File: config.mk
export PLATFORM = sky130hd
export DESIGN_NAME = sim_uart_ctrl
export DESIGN_NICKNAME = d
export VERILOG_FILES = /design/src/rtl/sim_uart_ctrl.sv
export SDC_FILE = /design/constraint.sdc
export NUM_CORES = 1
export LEC_CHECK = 0
export CORE_UTILIZATION = 55
export DETAILED_ROUTE_END_ITERATION = 8
export PLACE_DENSITY_LB_ADDON = 0.2
export SLEW_MARGIN = 20
export SYNTH_ARGS = -nofsm -noshare
export SYNTH_HDL_FRONTEND = slang
export SYNTH_SLANG_ARGS = --single-unit
File: constraint.sdc
create_clock -name clock -period 3.1 [get_ports clock]
set_input_delay 0.93 -clock clock [delete_from_list [all_inputs] [get_ports clock]]
set_output_delay 0.93 -clock clock [all_outputs]
set_load 0.03 [all_outputs]
File: src/rtl/sim_uart_ctrl.sv
// Simulation console / finish device: request/response slave feeding a TX FIFO
// that drains one character per output slot, ending with a single finish beat.
module sim_uart_ctrl #(
    parameter int FIFO_DEPTH = 16,
    parameter int ADDR_W     = 4,
    parameter int TX_GAP     = 0
) (
    input  logic              clock,
    input  logic              reset,
    input  logic              req_valid,
    output logic              req_ready,
    input  logic              req_wen,
    input  logic [ADDR_W-1:0] req_addr,
    input  logic [31:0]       req_wdata,
    output logic              resp_valid,
    input  logic              resp_ready,
    output logic [31:0]       resp_rdata,
    output logic              uart_out_valid,
    output logic [7:0]        uart_out_ch
);
    localparam int PW = $clog2(FIFO_DEPTH);
    localparam int CW = PW + 1;
    localparam int GW = (TX_GAP > 0) ? $clog2(TX_GAP + 1) : 1;

    typedef enum logic [1:0] {S_RUN, S_DRAIN, S_DONE, S_HALT} state_t;

    state_t          r_state, w_next;
    logic [6:0]      r_mem [FIFO_DEPTH];
    logic [PW-1:0]   r_wptr, r_rptr;
    logic [CW-1:0]   r_count;
    logic [GW-1:0]   r_gap;
    logic [6:0]      r_code;
    logic            r_live;
    logic            r_resp_valid;
    logic [31:0]     r_rdata;
    logic            r_out_valid;
    logic [7:0]      r_out_ch;

    logic [1:0]      w_sel;
    logic            w_full, w_empty, w_push_blk, w_acc, w_push, w_fin, w_pop, w_beat;
    logic [31:0]     w_status, w_rdata;
    logic            w_unused;

    assign w_sel      = req_addr[3:2];
    assign w_full     = (r_count == CW'(FIFO_DEPTH));
    assign w_empty    = (r_count == '0);
    // A pop in the same cycle does not make room for a push to a full FIFO.
    assign w_push_blk = req_valid && req_wen && (w_sel == 2'd0) && w_full;
    assign req_ready  = r_live && (r_state == S_RUN) && !r_resp_valid && !w_push_blk;
    assign w_acc      = req_valid && req_ready;
    assign w_push     = w_acc && req_wen && (w_sel == 2'd0);
    assign w_fin      = w_acc && req_wen && (w_sel == 2'd2);
    assign w_pop      = ((r_state == S_RUN) || (r_state == S_DRAIN)) && !w_empty && (r_gap == '0);
    assign w_unused   = ^{req_wdata[31:7], req_addr};

    assign w_status = {16'h0, 8'(r_count), 5'b0, (r_state != S_RUN), w_empty, w_full};
    assign w_rdata  = (!req_wen && (w_sel == 2'd1)) ? w_status : 32'h0;

    always_comb begin
        w_next = r_state;
        w_beat = 1'b0;
        case (r_state)
            S_RUN:   if (w_fin) w_next = S_DRAIN;
            S_DRAIN: if (w_empty && (r_gap == '0)) begin
                         w_next = S_DONE;
                         w_beat = 1'b1;
                     end
            S_DONE:  w_next = S_HALT;
            default: w_next = S_HALT;
        endcase
    end

    always_ff @(posedge clock or posedge reset) begin
        if (reset) r_state <= S_RUN;
        else       r_state <= w_next;
    end

    always_ff @(posedge clock) begin
        if (w_push) r_mem[r_wptr] <= req_wdata[6:0];
    end

    always_ff @(posedge clock or posedge reset) begin
        if (reset) begin
            r_wptr       <= '0;
            r_rptr       <= '0;
            r_count      <= '0;
            r_gap        <= '0;
            r_code       <= '0;
            r_live       <= 1'b0;
            r_resp_valid <= 1'b0;
            r_rdata      <= '0;
            r_out_valid  <= 1'b0;
            r_out_ch     <= '0;
        end else begin
            r_live <= 1'b1;
            if (w_push) r_wptr <= r_wptr + PW'(1);
            if (w_pop)  r_rptr <= r_rptr + PW'(1);
            case ({w_push, w_pop})
                2'b10:   r_count <= r_count + CW'(1);
                2'b01:   r_count <= r_count - CW'(1);
                default: r_count <= r_count;
            endcase
            // Gap counter idles at 0; each emitted character reloads it.
            if (w_pop)               r_gap <= GW'(TX_GAP);
            else if (r_gap != '0)    r_gap <= r_gap - GW'(1);
            if (w_fin) r_code <= req_wdata[6:0];
            if (w_acc) begin
                r_resp_valid <= 1'b1;
                r_rdata      <= w_rdata;
            end else if (r_resp_valid && resp_ready) begin
                r_resp_valid <= 1'b0;
                r_rdata      <= '0;
            end
            r_out_valid <= w_pop || w_beat;
            if (w_pop)       r_out_ch <= {1'b0, r_mem[r_rptr]};
            else if (w_beat) r_out_ch <= {1'b1, r_code};
            else             r_out_ch <= '0;
        end
    end

    assign resp_valid     = r_resp_valid;
    assign resp_rdata     = r_rdata;
    assign uart_out_valid = r_out_valid;
    assign uart_out_ch    = r_out_ch;
endmodule

==> flow_summary_export.csv <==
group,metric,value,unit
run_status,status,"complete, no violations",
floorplanning,initial_core_util,57.6,%
hold_path,min_path_type,"flop to flop",
timing,rsz0062_at_grt,"no",
drt,wirelength,11.5,mm
floorplanning,dieArea,0.0120,sq mm
timing,fmax,360,MHz
final_layout,fin_util,68.6,%
power,peakVddDrop,454,uV
timing,skew,0.00869,ns
floorplanning,die_x,109,microns
grt,grt_pass1_wl,18.1,mm
power,power.total,4.21,mW
final_layout,fillers,748,
timing,worst_pin_slew,0.872,ns
placement,portBuffers,32,
timing,tns,0,ns
clock_network,cts_root_buf,"clkbuf_16",
floorplanning,core_area,0.0110,sq mm
clock_network,clkTransAtPathRegs,0.05,ns
drt,vias,3324,
final_layout,nets,488,
final_layout,syn_to_final_growth,19.2,%
drt,vias_per_cell,5.61,
placement,place_area,0.00697,sq mm
worst_setup_path,required,2.17,ns
drt,drtIter0Drc,186,
timing,relSlewSlack,41.4,%
final_layout,multi_input_area,0.00177,sq mm
placement,place_ws,-0.572,ns
drt,dr.pass1.iters,4,
timing,slew_viol_final,0,
clock_network,tritoncts,"yes",
drt,wl_per_cell,19.4,microns
yosys,ys_seq_area_share,69.1,%
final_layout,final_area,0.00757,sq mm
power,cellPowerDensity,557,mW/mm^2
timing,finalSetupViolations,0,
power,p_leak,2.85,nW
yosys,synth_ff_type,"edfxtp_1",
yosys,synth_cells,364,
worst_setup_path,worstPathArrival,1.85,ns
timing,hold_viol,0,
timing,period_share,89.6,%
grt,grt_pass1_vias,3397,
grt,grt_overflow,0,
final_layout,layout_common_cells,"edfxtp_1, buf_4, dfrtp_1",
timing,fin_hold_ws,0.486,ns
clock_network,clk_path_buf_depth,2,
grt,grt_max_degree,31,
worst_setup_path,crit_fanout,2,
placement,gp_congestion,0.796,
worst_setup_path,critPathLaunchType,"primary input",
floorplanning,die_h,109,microns
worst_setup_path,regToRegSetupSlack,0.45,ns
final_layout,diodes,0,
yosys,yosysUniqueCellTypes,44,
worst_setup_path,cp-end-kind,"primary output",
final_layout,final_cells,592,
final_layout,final_layout_size_suffix_gt1_share,27.7,%
drt,ant_nets,0,
worst_setup_path,crit_type,"primary input to primary output",
yosys,synth_edf_count,112,
clock_network,cts.sinks,153,
yosys,avgSynthCellArea,17.4,sq um
yosys,synthArstFlopShare,26.8,%
clock_network,ctsHoldBuffers,0,
grt,antenna_found_initial,0,
timing,period_needed,2.78,ns
floorplanning,num_rows,38,
floorplanning,io_pins,84,
drt,drc,0,
job,maxCapViolations,0,
timing,fin_ws,0.323,ns
yosys,netlist_area,0.00635,sq mm
clock_network,h-tree-depth,4,
final_layout,final_common_cell,"edfxtp_1",
yosys,synth_seq_cells,153,
final_layout,ff_latch_area,0.00439,sq mm
placement,numPlacedInstances,557,
clock_network,insertion_delay,0.42,ns
clock_network,cts_inserted_buffers,17,
yosys,ys_warn_count,0,
grt,globalRouteTotalUtil,21.8,%
placement,dpl.hpwl,7.63,mm
final timing paths:
kind / from / end / depth (start not counted)
min in group asynchronous: reset / r_wptr[0]$_DFFE_PP0P_ / 2
hold reg to reg: resp_rdata[2]$_DFFE_PP0P_ / resp_rdata[2]$_DFFE_PP0P_ / 1
setup / recovery: req_addr[3] / req_ready / 5
max in group asynchronous: reset / r_count[3]$_DFFE_PP0P_ / 3
hold / removal: resp_rdata[2]$_DFFE_PP0P_ / resp_rdata[2]$_DFFE_PP0P_ / 1
setup reg to reg: r_count[2]$_DFFE_PP0P_ / r_count[4]$_DFFE_PP0P_ / 11
flip-flops by register name, indices dropped and copies added, names as in the netlist:
signal / cells
r_count: 5
resp_rdata: 8
r_live: 1
r_wptr: 4
r_mem: 112
r_code: 7
resp_valid: 1
r_rptr: 4
uart_out_valid: 1
r_state: 2
uart_out_ch: 8
critical path, cell delays in order:
cell and delay (ns):
dlymetal6s2s_1 0.16, nor3b_4 0.26, nand3_2 0.11, o21a_1 0.22
buf_4 0.17
logic make-up after synthesis:
group / share of synthesized area, %
xor+xnor: 1.79
flops: 69.1
simple gates: 4.83
other cells: 0.118
compound gates: 4.00
buf+inv: 4.67
mux: 13.9
fa+ha+maj: 1.58
routing by layer:
layer | part of all wire, % | routed length, microns | vias to the layer above | track usage (%)
met5 | 0 | 0 | - | 0
met4 | 1.5 | 171 | 0 | 9.90
met3 | 6.3 | 724 | 12 | 4.62
met2 | 49 | 5600 | 121 | 34.6
met1 | 43 | 4990 | 1689 | 29.3
li1 | - | - | 1502 | -
synth_stat cells, types with 2 or more instances:
master | instances | area [sq um]
mux2_2 | 16 | 180
edfxtp_1 | 112 | 3360
nand2_1 | 8 | 30.0
clkbuf_1 | 5 | 18.8
and3b_1 | 2 | 17.5
buf_4 | 24 | 180
buf_1 | 3 | 11.3
buf_2 | 6 | 30.0
inv_1 | 9 | 33.8
mux2i_1 | 7 | 70.1
a22o_1 | 6 | 52.6
a21oi_1 | 4 | 20.0
o21ai_0 | 5 | 25.0
nand2b_1 | 2 | 12.5
xnor2_1 | 7 | 61.3
xor2_1 | 6 | 52.6
nor2_1 | 23 | 86.3
and2_1 | 2 | 12.5
buf_6 | 2 | 22.5
conb_1 | 2 | 7.51
nand4_1 | 2 | 12.5
a221o_1 | 7 | 70.1
ha_1 | 8 | 100
mux4_2 | 28 | 631
dfrtp_1 | 41 | 1030
nand3_1 | 3 | 15.0
nor3_1 | 7 | 35.0
what timing repair did:
| item | 4_1_cts | 5_1_grt |
|---|---|---|
| buffers inserted | 2 | 1 |
| pin swaps | 0 | 3 |
| setup endpoints to repair | 1 | 3 |
| resized for setup | 8 | 6 |
layout make-up:
class / count / area share, %
sequential: 153 / 58.0
clock inverter: 8 / 0.942
multi-input combinational: 185 / 23.4
timing repair buffer: 73 / 8.53
inverter: 9 / 0.463
clock buffer: 24 / 6.38
tap: 140 / 2.31
report_power, final:
group / switching, mW / leakage, nW / internal, mW
Sequential: 0.000152 / 1.55 / 2.20
Combinational: 0.0799 / 1.03 / 0.0219
Clock: 0.742 / 0.269 / 1.17
No activity file was read; power rests on OpenSTA's default activity.
==> RTL edit 1, RTL diff (same flow settings) <==
Make the reset (`reset`) synchronous in 2 clocked blocks.
--- a/src/rtl/sim_uart_ctrl.sv
+++ b/src/rtl/sim_uart_ctrl.sv
@@ -70,7 +70,7 @@
         endcase
     end
 
-    always_ff @(posedge clock or posedge reset) begin
+    always_ff @(posedge clock) begin
         if (reset) r_state <= S_RUN;
         else       r_state <= w_next;
     end
@@ -79,7 +79,7 @@
         if (w_push) r_mem[r_wptr] <= req_wdata[6:0];
     end
 
-    always_ff @(posedge clock or posedge reset) begin
+    always_ff @(posedge clock) begin
         if (reset) begin
             r_wptr       <= '0;
             r_rptr       <= '0;
Function: differs if reset is asserted again (counterexample within 4 cycles, from zero or initial values and one cycle with reset high); with reset held inactive, the same outputs for 10 cycles.
==> RTL edit 1 against the original RTL <==
First-iteration DRC count grew 54%; wire length is 5.9% higher; sequential cell count rose by 5; area after synthesis grew 2.3%; cell area rose by 0.79%; worst setup slack lost 0.20 ns; clock skew is 0.0025 ns lower; largest cell class unchanged.
Power is not compared: it rests on default switching activity, and its combinational part moved more than twofold at a synthesized area within 25%.
==> RTL edit 1: results (changes against the original RTL) <==
outcome - complete, no violations
Num CTS Buffers - 17 (unchanged)
max incr delay on CP - 0.48 ns (+0.22 ns)
fraction of layout instances using a drive strength above 1 - 23.3% (-4.4 points)
Post-Place Setup Slack - -0.278 ns (+0.293 ns)
Final HPWL DP - 8000 um (+4.9%)
vias post-DR - 3,483 (+4.8%)
first-pass GRT wire length - 19,200 um (+5.9%)
HP Class - reg2reg
DR WL met3 - 530 um (-27%)
Crit-path slowest cell - clkdlybuf4s50_1
met1 wire length - 5150 um (+3.1%)
number of global-route vias before repair - 3,594 (+5.8%)
Synth async-reset ratio - 0% (-27 points)
Final GP Congestion - 0.782 (-1.7%)
Reg clk slew, reported paths - 0.06 ns
global-route usage over all layers - 21.4% (-0.39 points)
met2 WL - 6290 um (+12%)
met3 GRT Util - 4.87% (+0.24 points)
non-filler instance count after layout - 620 (+4.7%)
crit path DAT - 2.05 ns (+0.20 ns)
dpl cell area - 7010 um2 (+0.54%)
Yosys cell types - 49 (+11%)
met1 Track Usage GR - 26.9% (-2.4 points)
sequential area share after synthesis - 66.0% (-3.2 points)
list of most frequent post-synthesis cells - edfxtp_1 (112), dfxtp_1 (46), mux4_2 (31)
post-synthesis area per instance - 15.9 um2 (-9.0%)
largest net degree at the start of global routing - 29 (-6.5%)
GRT met2 Usage - 36.6% (+2.0 points)
# placed instances - 587 (+5.4%)
CP max FO - 3 (+1)
worst-margin pin slew - 0.784 ns (-0.0879 ns)
WL per Instance - 19.6 um (+1.2%)
Starting DRT DRC Count - 287 (+54%)
largest cells by area after synthesis - edfxtp_1 (52%), dfxtp_1 (14%), mux4_2 (11%), buf_4 (3.0%), mux2i_1 (2.6%)
Max Clock Skew - 0.00615 ns (-0.00254 ns)
CP top delay family - buffers and inverters
## RTL edit 1: cell types whose count changed in the layout (fill, tap and decap cells not counted), sizes merged, moves of 4 or more
cell | unedited run | this run
mux2 | 16 | 6
dfxtp | 0 | 46
mux2i | 7 | 17
a31oi | 0 | 4
a221o | 7 | 0
nor3 | 7 | 0
a221oi | 0 | 7
a21oi | 4 | 9
dfrtp | 41 | 0
buf | 42 | 25
inv | 9 | 16
and3 | 1 | 18
## RTL edit 1: final cells by class
type	count	area (um2)
Tap cell	143	179
Clock buffer	23	536
Multi-Input combinational cell	216	1990
Sequential cell	158	4280
Clock inverter	9	75.1
Fill cell	795	3840
Inverter	15	56.3
Timing Repair Buffer	56	513
## RTL edit 1: cells by family (layout without fill, tap and decap cells)
logic type / Yosys count / in the layout / synth area share [%]
compound gates: 41 / 41 / 4.68
other cells: 1 / 25 / 0.0577
fa+ha+maj: 8 / 8 / 1.54
buf+inv: 59 / 103 / 5.28
simple gates: 81 / 81 / 7.13
mux: 54 / 54 / 14.4
flops: 158 / 158 / 66.0
xor+xnor: 7 / 7 / 0.944
## RTL edit 1: report_power, final
group	leakage [nW]	total, mW	internal (mW)	switching (mW)
registers	1.38	2.30	2.28	0.0238
logic	1.02	0.262	0.0984	0.163
clock network	0.312	2.08	1.29	0.790
total	2.71	4.64	3.67	0.978
## RTL edit 1: final timing paths
path	cells past startpoint	startpoint	end	slack, ns
setup / recovery	5	req_wen	req_ready	0.12
hold / removal	1	resp_rdata[2]	resp_rdata[2]	0.46
setup reg to reg	11	r_count[0]	r_count[4]	0.39
hold reg to reg	1	resp_rdata[2]	resp_rdata[2]	0.46
## RTL edit 1: repair_timing
item / in CTS / in global routing
gates resized for setup: 0 / 2
setup endpoints to repair: 0 / 2
setup buffers: 0 / 1
==> RTL edit 2, RTL diff (same settings) <==
Made on the original files. `FIFO_DEPTH`: 16 -> 8.
--- a/src/rtl/sim_uart_ctrl.sv
+++ b/src/rtl/sim_uart_ctrl.sv
@@ -1,7 +1,7 @@
 // Simulation console / finish device: request/response slave feeding a TX FIFO
 // that drains one character per output slot, ending with a single finish beat.
 module sim_uart_ctrl #(
-    parameter int FIFO_DEPTH = 16,
+    parameter int FIFO_DEPTH = 8,
     parameter int ADDR_W     = 4,
     parameter int TX_GAP     = 0
 ) (
Formal check against the unedited RTL: same outputs for any inputs over 10 cycles, from zero or initial values and one cycle with reset high; that may be too few to reach the edited logic, so the function may still have changed.
==> RTL edit 2 against the original RTL <==
Synthesized cell count is 35% lower; worst setup slack worse by 0.19 ns; total power is 22% lower; wire length is 50% lower; cell area is 39% lower; clock skew is 0.0020 ns lower; sequential cell count is 60 lower; first-iteration DRC count is 62% lower; area after synthesis is 37% lower; critical path depth stayed put; largest cell class unchanged.
==> RTL edit 2: results (changes against the original RTL) <==
outcome - complete, no violations
Signal inverters - 4 (-5)
Critical path origin - req_wen
worst-skew pair later-pin latency - 0.36 ns (-0.06 ns)
postcts setup bufs - 0 (-2)
Post-synth EDFFs - 56 (-50%)
fraction of layout instances using a drive strength above 1 - 22.9% (-4.8 points)
hold endpoint - resp_rdata[10]
sequential area share after synthesis - 65.5% (-3.6 points)
Crit-path slowest cell - clkdlybuf4s50_1
PD cells - 707 nW/um2 (+27%)
Min-Delay Path Depth - 1 (unchanged)
met3 GRT Util - 4.93% (+0.31 points)
fraction of area in multi-input gates - 26.2% (+2.8 points)
H-tree lvl count - 3 (-1)
vias per cell - 5.04 (-10%)
largest cells by area after synthesis - edfxtp_1 (42%), dfrtp_1 (23%), mux4_1 (5.9%), mux2_2 (4.8%), buf_4 (4.7%)
max incr delay on CP - 0.49 ns (+0.23 ns)
Final GP Congestion - 0.724 (-9.1%)
filler cell count - 487 (-35%)
CP max FO - 2 (unchanged)
reg-to-reg slack, setup - 0.79 ns (+0.34 ns)
CP Capture Point - req_ready
#MultiIn Comb - 132 (-29%)
reported sequential group power - 1.61 mW (-27%)
P_sw - 0.997 mW (+21%)
crit share post-route - 95.8% (+6.2 points)
Post-Place Setup Slack - -0.328 ns (+0.243 ns)
Clock-cell share - 4.62% (-2.7 points)
Total Wirelength - 5730 um (-50%)
Largest register FFs - 56 (-50%)
Max VDD drop - 0.267 mV (-41%)
Lkg Pwr - 1.84 nW (-35%)
signal buffers share of area - 10.0% (+1.5 points)
Starting DRT DRC Count - 71 (-62%)
Max Clock Skew - 0.00668 ns (-0.00201 ns)
met1 Track Usage GR - 22.8% (-6.5 points)
CP top delay family - buffers and inverters
CTS Root Cell - clkbuf_8
Synth async-reset ratio - 39.8% (+13 points)
register bit total from synthesis - 93 (-39%)
global-route usage over all layers - 17.5% (-4.4 points)
largest net degree at the start of global routing - 38 (+23%)
Final nets - 338 (-31%)
Reg clk slew, reported paths - 0.09 ns (+0.04 ns)
r2r worst-path depth - 9 (-2)
HP Start - resp_rdata[10]
capturing point of the worst reg2reg path - r_count[2]
Final Hold Slack - 0.504 ns (+0.0183 ns)
clock share of power - 25.5% (-20 points)
Sequential Area - 2610 um2 (-41%)
Ys Warns - 0 (unchanged)
count of non-CTS buffers in the layout - 52 (-29%)
worst r2r src - r_count[0]
Yosys cell types - 38 (-14%)
slew margin rel. - 48.9% (+7.5 points)
post_cts resized - 4 (-4)
crit path DAT - 2.04 ns (+0.19 ns)
RTL edit 2: cell types whose count changed after synthesis, sizes merged, moves of 7 or more:
cell,delta
nor2,-13
mux4,-14
a22o,+7
a221o,-7
mux2i,-7
edfxtp,-56
RTL edit 2: kinds of logic (layout without fill, tap and decap cells):
group / after synthesis / count (layout) / share of synthesized area [%]
and+or+nand+nor: 41 / 41 / 6.48
DFF: 93 / 93 / 65.5
xor gates and xnor gates: 8 / 8 / 1.76
AOI/OAI and AO/OA: 21 / 21 / 4.31
other: 2 / 26 / 0.189
muxes: 31 / 31 / 13.6
buffers and inverters: 36 / 72 / 6.57
adders and majority gates: 5 / 5 / 1.57
RTL edit 2: layer usage:
metal / share of wire, % / vias to the layer above
met2: 46 / 60
met4: 2.0 / 0
li1: - / 948
met5: 0 / -
met3: 4.5 / 12
met1: 47 / 960
RTL edit 2: metrics by stage:
step	std cells	instance area, um2
floorplan	261	4070
global placement	377	4410
detailed placement	377	4410
CTS	393	4630
global route	393	4630
finish	393	4630
